===== src/rtl/dt_pkg.sv =====
// Shared constants and the state encoding for the distance-map result packer.
// Latency: n/a (declarations only).
// Backpressure: n/a (declarations only).
package dt_pkg;

   localparam int RES_AW     = 14;      // result-memory address width
   localparam int PK_AW      = 10;      // packed-memory address width
   localparam int PIX_W      = 8;       // pixel / distance width
   localparam int PACK_W     = 16;      // pixels per packed word
   localparam int IMG_PIXELS = 16384;   // 128 x 128
   localparam int IMG_WORDS  = 1024;    // IMG_PIXELS / PACK_W

   typedef enum logic [1:0] {
      ST_IDLE,
      ST_RUN,
      ST_DRAIN,
      ST_DONE
   } state_t;

endpackage


===== src/rtl/dt_bit_packer.sv =====
// Collects thresholded pixel bits into 16-bit words and emits one write per word.
// Latency: a word is written the cycle after its bit_idx=15 bit is presented.
// Backpressure: none; the downstream memory accepts every write.
//
// Ports:
//   clk, reset          clock, async active-low reset
//   bit_valid, pix_bit  one pixel bit per cycle when bit_valid is high
//   bit_idx, word_idx   position of that bit inside the image (pixel addr [3:0] / [13:4])
//   pk_wr, pk_addr, pk_do  registered write strobe, word address and word (index 0 = lowest pixel)
module dt_bit_packer
   import dt_pkg::*;
(
   input  logic              clk,
   input  logic              reset,
   input  logic              bit_valid,
   input  logic              pix_bit,
   input  logic [3:0]        bit_idx,
   input  logic [PK_AW-1:0]  word_idx,
   output logic              pk_wr,
   output logic [PK_AW-1:0]  pk_addr,
   output logic [0:PACK_W-1] pk_do
);

   logic [0:PACK_W-1] shreg;
   logic [0:PACK_W-1] shreg_nxt;

   // Insert by position rather than shifting: every slot is rewritten once per
   // word, so no clearing is needed between words.
   always_comb begin
      shreg_nxt          = shreg;
      shreg_nxt[bit_idx] = pix_bit;
   end

   always_ff @(posedge clk or negedge reset) begin
      if (!reset) begin
         shreg   <= '0;
         pk_wr   <= 1'b0;
         pk_addr <= '0;
         pk_do   <= '0;
      end else begin
         pk_wr <= 1'b0;
         if (bit_valid) begin
            shreg <= shreg_nxt;
            // Last bit of a word: publish the completed word including this bit.
            if (bit_idx == 4'(PACK_W - 1)) begin
               pk_wr   <= 1'b1;
               pk_addr <= word_idx;
               pk_do   <= shreg_nxt;
            end
         end
      end
   end

endmodule


===== src/rtl/dt_res_packer.sv =====
// Thresholds a 128x128 distance map from the result RAM and packs it into 1024 16-bit words.
// Latency: start at edge 0 -> reads on cycles 1..16384, last write cycle 16386, done cycle 16387.
// Backpressure: none; one read per cycle, writes are never stalled.
//
// Ports:
//   clk, reset                 clock, async active-low reset
//   start, thresh              pass request; thresh is latched when start is accepted
//   busy, done                 pass in progress / one-cycle end-of-pass pulse
//   res_rd, res_addr, res_di   result-memory read port (data one cycle after res_rd)
//   pk_wr, pk_addr, pk_do      packed-image write port
//   ones_cnt                   number of set pixels in the last pass
module dt_res_packer
   import dt_pkg::*;
(
   input  logic              clk,
   input  logic              reset,
   input  logic              start,
   input  logic [PIX_W-1:0]  thresh,
   output logic              busy,
   output logic              done,
   output logic              res_rd,
   output logic [RES_AW-1:0] res_addr,
   input  logic [PIX_W-1:0]  res_di,
   output logic              pk_wr,
   output logic [PK_AW-1:0]  pk_addr,
   output logic [0:PACK_W-1] pk_do,
   output logic [RES_AW:0]   ones_cnt
);

   localparam logic [RES_AW-1:0] LAST_ADDR = '1;

   state_t            state;
   logic              drain_last;
   logic [PIX_W-1:0]  thresh_q;

   // Read-request pipeline: tags the returning res_di with its pixel address.
   logic              rd_d;
   logic [RES_AW-1:0] addr_d;
   logic              pix_bit;

   assign pix_bit = (res_di >= thresh_q);

   always_ff @(posedge clk or negedge reset) begin
      if (!reset) begin
         rd_d   <= 1'b0;
         addr_d <= '0;
      end else begin
         rd_d   <= res_rd;
         addr_d <= res_addr;
      end
   end

   always_ff @(posedge clk or negedge reset) begin
      if (!reset) begin
         state      <= ST_IDLE;
         busy       <= 1'b0;
         done       <= 1'b0;
         res_rd     <= 1'b0;
         res_addr   <= '0;
         thresh_q   <= '0;
         drain_last <= 1'b0;
         ones_cnt   <= '0;
      end else begin
         // The last bit arrives during DRAIN, so counting never overlaps the
         // clear done on an accepted start.
         if (rd_d && pix_bit)
            ones_cnt <= ones_cnt + (RES_AW + 1)'(1);
         done <= 1'b0;
         case (state)
            ST_IDLE: begin
               if (start) begin
                  state    <= ST_RUN;
                  busy     <= 1'b1;
                  res_rd   <= 1'b1;
                  res_addr <= '0;
                  thresh_q <= thresh;
                  ones_cnt <= '0;
               end
            end
            ST_RUN: begin
               if (res_addr == LAST_ADDR) begin
                  // Address parks on the last pixel rather than wrapping.
                  state      <= ST_DRAIN;
                  res_rd     <= 1'b0;
                  drain_last <= 1'b0;
               end else begin
                  res_addr <= res_addr + RES_AW'(1);
               end
            end
            ST_DRAIN: begin
               // Two cycles: one for the read latency, one for the final write.
               if (drain_last) begin
                  state <= ST_DONE;
                  done  <= 1'b1;
               end else begin
                  drain_last <= 1'b1;
               end
            end
            ST_DONE: begin
               state <= ST_IDLE;
               busy  <= 1'b0;
            end
            default: state <= ST_IDLE;
         endcase
      end
   end

   dt_bit_packer u_packer (
      .clk       (clk),
      .reset     (reset),
      .bit_valid (rd_d),
      .pix_bit   (pix_bit),
      .bit_idx   (addr_d[3:0]),
      .word_idx  (addr_d[RES_AW-1:4]),
      .pk_wr     (pk_wr),
      .pk_addr   (pk_addr),
      .pk_do     (pk_do)
   );

endmodule


===== config.mk =====
export PLATFORM = sky130hd
export DESIGN_NAME = dt_res_packer
export DESIGN_NICKNAME = d
export VERILOG_FILES = /design/src/rtl/dt_pkg.sv /design/src/rtl/dt_bit_packer.sv /design/src/rtl/dt_res_packer.sv
export SDC_FILE = /design/constraint.sdc
export NUM_CORES = 1
export LEC_CHECK = 0
export ABC_CLOCK_PERIOD_IN_PS = 4800
export CORE_MARGIN = 4
export CORE_UTILIZATION = 40
export CTS_CLUSTER_DIAMETER = 120
export CTS_CLUSTER_SIZE = 24
export DETAILED_ROUTE_END_ITERATION = 7
export GPL_TIMING_DRIVEN = 0
export HOLD_SLACK_MARGIN = 0.03
export PLACE_DENSITY = 0.7
export SKIP_LAST_GASP = 1
export SYNTH_ARGS = -nofsm -noshare
export SYNTH_HDL_FRONTEND = slang
export SYNTH_SLANG_ARGS = --single-unit

===== constraint.sdc =====
create_clock -name clk -period 4.8 [get_ports clk]
set_input_delay 0.96 -clock clk [delete_from_list [all_inputs] [get_ports clk]]
set_output_delay 0.96 -clock clk [all_outputs]
set_load 0.05 [all_outputs]

## After elaboration in Yosys (flattened, before gate mapping)

Cells that the tools add are included.

| word-level totals | value |
|---|---|
| flip-flop bits (word level) | 101 |
| bits of input ports | 19 |
| output and inout port bits | 59 |
| word-level logic and storage cells | 64 |

| cells by class | value |
|---|---|
| add/subtract/negate cells | 2 |
| magnitude comparators | 3 |
| equal/unequal tests | 9 |
| multiplexer cells | 22 |
| bitwise operators | 1 |
| reductions and logical operators | 13 |

Operators with widths:

| kind | number |
|---|---|
| two-way mux 15 bit | 3 |
| two-way mux 14 bit | 2 |
| case mux 14 bit (2 select lines) | 1 |
| bitwise mux 16 bit | 1 |
| adder 15 x 1 -> 15 bit (second input constant) | 1 |
| adder 14 x 1 -> 14 bit (second input constant) | 1 |
| == test 14 bit (second input constant) | 1 |
| AND reduction 3 bit | 3 |
| >= comparator 8 bit | 1 |
| != test 2 bit (second input constant) | 4 |
| case mux 2 bit (4 select lines) | 1 |
| AND reduction 2 bit | 4 |
| two-way mux 1 bit | 7 |
| two-way mux 2 bit | 3 |
| case mux 1 bit (2 select lines) | 3 |
| nonzero test 2 bit | 3 |
| >= comparator 5 bit (second input constant) | 1 |
| < comparator 5 x 1 -> 1 bit (second input constant) | 1 |
| inverter 4 -> 5 bit | 1 |
| demux 1 bit (select 4 bit) | 1 |
| == test 2 bit (second input constant) | 2 |
| == test 4 bit (second input constant) | 1 |
| == test 2 x 1 -> 1 bit (second input constant) | 1 |
| logical AND 1 bit | 2 |
| zero test 2 bit | 1 |

## Logic depth before layout (Yosys ltp)

| depth | value |
|---|---|
| word-level depth | 6 |
| gate-level depth with buffers | 9 |
| depth with buffers taken out | 7 |

## Modules after synthesis

A second synthesis with hierarchy kept.

| unflattened totals | value |
|---|---|
| cell total of the unflattened synthesis | 393 |
| area, all modules | 4694.5 um^2 |

Modules (own cells, without submodules):

| module | instances | cells an instance | area each (um^2) | sequential area each (um^2) |
|---|---|---|---|---|
| dt_res_packer | 1 | 281 | 2881.5 | 1451.4 |
| dt_bit_packer | 1 | 112 | 1813.0 | 1051.0 |

## Worst setup path after synthesis

OpenSTA, ideal clock, no wires.

| timing | value |
|---|---|
| path type | input to register |
| start | in res_di[0] |
| end | reg ones_cnt[1] |
| setup time | 78 ps |
| data arrival time | 2539 ps |
| data required time | 4722 ps |
| setup slack | 2183 ps |
| stages on the path | 9 |
| path buffers | 2 |
| cells stage by stage | inv_1 -> ha_1 -> nand2b_1 -> a2111oi_0 -> o31a_2 -> buf_6 -> buf_4 -> o21ai_0 -> a21oi_1 |

| between the ends | value |
|---|---|
| cells in the longest elaborated chain, start to end | 5 |

RTL lines:

| what | line | text |
|---|---|---|
| start, declared | dt_res_packer.sv:23 | `input logic [PIX_W-1:0] res_di,` |
| >= comparator 8 bit * | dt_res_packer.sv:41 | `assign pix_bit = (res_di >= thresh_q);` |
| logical AND 1 bit * | dt_res_packer.sv:66 | `if (rd_d && pix_bit)` |
| two-way mux 15 bit * | dt_res_packer.sv:66 |  |
| two-way mux 15 bit | dt_res_packer.sv:71 | `if (start) begin` |
| two-way mux 15 bit * | dt_res_packer.sv:69 | `case (state)` |
| end signal, assigned | dt_res_packer.sv:67 | `ones_cnt <= ones_cnt + (RES_AW + 1)'(1);` |
| end, declared | dt_res_packer.sv:27 | `output logic [RES_AW:0] ones_cnt` |

Every way passes the cells marked *; elsewhere a longest branch is shown, timed or not.
A chain may end at the register's enable or synchronous reset.

## Final worst setup path

| timing | value |
|---|---|
| start | in res_di[0] |
| end | reg u_packer.shreg[10] (netlist bit) |

| between the ends | value |
|---|---|
| cells in the longest elaborated chain, start to end | 2 |

RTL lines:

| what | line | text |
|---|---|---|
| >= comparator 8 bit | dt_res_packer.sv:41 |  |
| bitwise mux 16 bit | dt_bit_packer.sv:31 | `shreg_nxt[bit_idx] = pix_bit;` |
| end signal, assigned | dt_bit_packer.sv:43 | `shreg <= shreg_nxt;` |
| end, declared | dt_bit_packer.sv:24 | `logic [0:PACK_W-1] shreg;` |

Every way passes these cells.

==> results.txt <==
status -> completed
Netlist cell types -> 39
max-cap violations -> 0
Max Slew Vio Count -> 0
routed vias -> 3356
Most used DFF post-synth -> dfrtp_1
initial antenna violation count -> 0
Worst Hold Class -> flip-flop to flip-flop
gr ovfl total -> 0
CTS Buffer Depth -> 2
CP Max Fanout -> 10
f_max -> 320.0 MHz
Setup Buffers After CTS -> 0
delay-heaviest family, CP -> compound AO/OA/AOI/OAI gates
Max rail drop VDD -> 0.2488 mV
top post-synthesis cells by area -> dfrtp_1 57%, mux2_2 7.4%, ha_1 4.0%, a21oi_1 3.6%, nor2_1 3.5%
CTS buffer count -> 9
Syn-to-layout area delta -> 26.08%
DR pass1 iterations -> 4
top-count cell post-synth -> dfrtp_1
Vias/cell -> 5.244
leading area contributor after synthesis -> dfrtp_1
Hold-fix buffers, CTS -> 0
Seq pwr share -> 0.448
slowest stage delay, CP -> 0.69 ns
# DRC -> 0
cell area after synthesis -> 4418 sq um
power share of the clock group -> 0.203
hold endpoint -> rd_d$_DFF_PN0_
crit path DAT -> 3.37 ns
# setup viols final -> 0
min cycle time layout -> 3.125 ns
Die X -> 113.1 um
Buf+Inv Stages, Crit Path -> 4
CP max-delay cell -> a2111oi_0
RSZ-0062 raised after global routing -> false
Levels on crit path -> 9
Synth Net Count -> 439
Least-Margin Pin Slew -> 0.7785 ns
RD Place Congestion -> 0.8301
crit path cell chain -> clkdlybuf4s50_1 > inv_1 > ha_1 > nand2b_1 > a2111oi_0 > o31a_2 > buf_2 > buf_4 > a21oi_1
reg2reg path depth -> 7
Post-Syn Instances -> 406
clock slew at reported path FFs -> 0.09 ns
Worst-Skew Late Latency -> 0.37 ns
Psw -> 0.9659 mW
Worst Skew -> 0.01576 ns
first-pass GRT wire length -> 15.90 mm
Port-buffer cells -> 77
Data required, critical path -> 5.05 ns
Slew HR -> 0.4765
DRT iter0 DRCs -> 122
Root Driver -> clkbuf_8
# nets final -> 528
# IOs -> 78
Internal -> 1.499 mW
total track usage -> 0.1538
worst setup path start -> res_di[0]
Hold Startpoint -> res_rd$_DFFE_PN0P_
n_diodes -> 0
synth warn -> 0
HPWL after detailed placement -> 7.055 mm
Switching Share -> 0.3919
CTS tree -> done
Post-Place Cell Area -> 5389 sq um
starting density of the core -> 0.4075
R2R Path Start -> thresh_q[0]$_DFFE_PN0P_
Seq/Total Area, Yosys -> 0.5664
number of global-route vias before repair -> 3393
power per standard cell area -> 442.5 nW/um^2
die span in y -> 113.1 um
fillers -> 994
ys async rst share -> 1.000
CP Capture Type -> flip-flop
number of synthesized flops with an enable pin -> 0
die footprint -> 12790 sq um
Reg2Reg Setup Slack -> 2.41 ns
clock sinks -> 100
Hold Path Stages -> 0
commonest cells in the synthesized netlist -> 100 x dfrtp_1, 41 x nor2_1, 32 x a21oi_1, 29 x mux2_2, 24 x nand2_1
H-tree depth -> 3
core area -> 10840 sq um
critical path class -> input pin to flip-flop
share of cells above drive strength 1 -> 0.1240
Routed wire per std cell -> 15.03 um
Mapped Avg Cell Area -> 10.88 sq um
remaining antenna violation count -> 0
period utilisation layout -> 0.6510
crit path launch type -> input pin
Seq cells post-synth -> 100
share of the synthesized area in the top cell type -> 0.5664
Logic pwr share -> 0.348
PostCTS Resize Cnt -> 0
largest net degree at the start of global routing -> 69
Routed WL -> 9.622 mm
FP Rows -> 38
Lkg Pwr -> 2.429 nW
post-route cell area -> 5570 sq um
number of hold violations in the final report -> 0
WHS -> 0.4042 ns
Worst R2R End -> u_packer.shreg[10]$_DFFE_PN0P_
sequential cells by signal, indices dropped and copies added (netlist names), 2 cells and up:
register          count
u_packer.pk_do       16
ones_cnt             15
u_packer.shreg       15
addr_d               14
res_addr             14
u_packer.pk_addr     10
thresh_q              8
state                 2
kinds of logic after synthesis:
| logic type | after synthesis | share of synthesized area |
|---|---|---|
| xor gates and xnor gates | 8 | 0.01586 |
| buffers and inverters | 37 | 0.03710 |
| DFF | 100 | 0.5664 |
| muxes | 32 | 0.08071 |
| AOI/OAI and AO/OA | 79 | 0.1079 |
| adders and majority gates | 14 | 0.03965 |
| and+or+nand+nor | 136 | 0.1524 |
worst max path at each step:
stage                                 endpoint  slack, ns
2_1_floorplan            ones_cnt[1]$_DFF_PN0_       2.18
3_3_place_gp   u_packer.pk_addr[4]$_DFFE_PN0P_      -0.89
3_5_place_dp    u_packer.shreg[10]$_DFFE_PN0P_       1.32
4_1_cts         u_packer.shreg[10]$_DFFE_PN0P_       1.70
5_1_grt                  ones_cnt[1]$_DFF_PN0_       1.48
6_report        u_packer.shreg[10]$_DFFE_PN0P_       1.68
placed cells by master (no fill, tap or decap), types with 2 or more instances in the layout:
master and n:
clkbuf_1 7, dfrtp_1 100, a31oi_1 5, mux2i_1 3
nor4_1 3, nand2_1 24, inv_1 18, xnor2_1 6
ha_1 14, or4_1 9, nor2_1 41, nand2b_1 3
nand4_1 8, clkdlybuf4s50_1 76, a31o_2 2, xor2_1 2
o31ai_1 8, o21ai_0 21, nand3_1 17, o21a_1 3
and3_1 4, and4_1 2, and2_1 5, nand3b_1 3
a41o_1 2, clkinvlp_4 2, inv_6 2, nor3_1 11
a21oi_1 32, or3_1 6, mux2_2 29, buf_4 3
clkbuf_8 9, buf_2 7
cell type report:
| cell class | instances | area [sq um] | share of cell area |
|---|---|---|---|
| repair buffers | 78 | 795.8 | 0.1429 |
| multi-input cells | 269 | 1752 | 0.3145 |
| clock inverters | 7 | 57.56 | 0.01033 |
| plain buffers | 19 | 96.34 | 0.01730 |
| flip-flops and latches | 100 | 2502 | 0.4492 |
| well taps | 140 | 175.2 | 0.03145 |
| clock buffers | 9 | 123.9 | 0.02224 |
| inverters | 18 | 67.56 | 0.01213 |
power by group through the flow:
stage                     combinational, mW  clock (mW)  sequential (mW)
after global placement                0.833           0             1.12
final                                 0.858       0.501             1.11
after detailed placement              0.864           0             1.12
after global routing                  0.948       0.551             1.13
after floorplan                       0.465           0             1.23
after CTS                             0.867       0.518             1.10
per-layer routing:
metal | share of wire | vias to the layer above | GRT usage
met4 | 0.031 | 0 | 0.07772
met2 | 0.48 | 81 | 0.2571
met3 | 0.036 | 23 | 0.02406
met1 | 0.45 | 1632 | 0.1939
met5 | 0 | - | 0
li1 | - | 1620 | -
metrics by stage:
step	instances	setup slack, ns	power, mW	util	setup TNS, ns
after floorplan	406	2.183	1.696	-	0
after global placement	623	-0.8946	1.949	0.4948	-88.73
after detailed placement	624	1.319	1.984	0.4971	0
after CTS	640	1.699	2.489	0.5139	0
after global routing	640	1.476	2.624	0.5139	0
final	640	1.675	2.465	0.5139	0
Power figures use the tool's default switching activity.
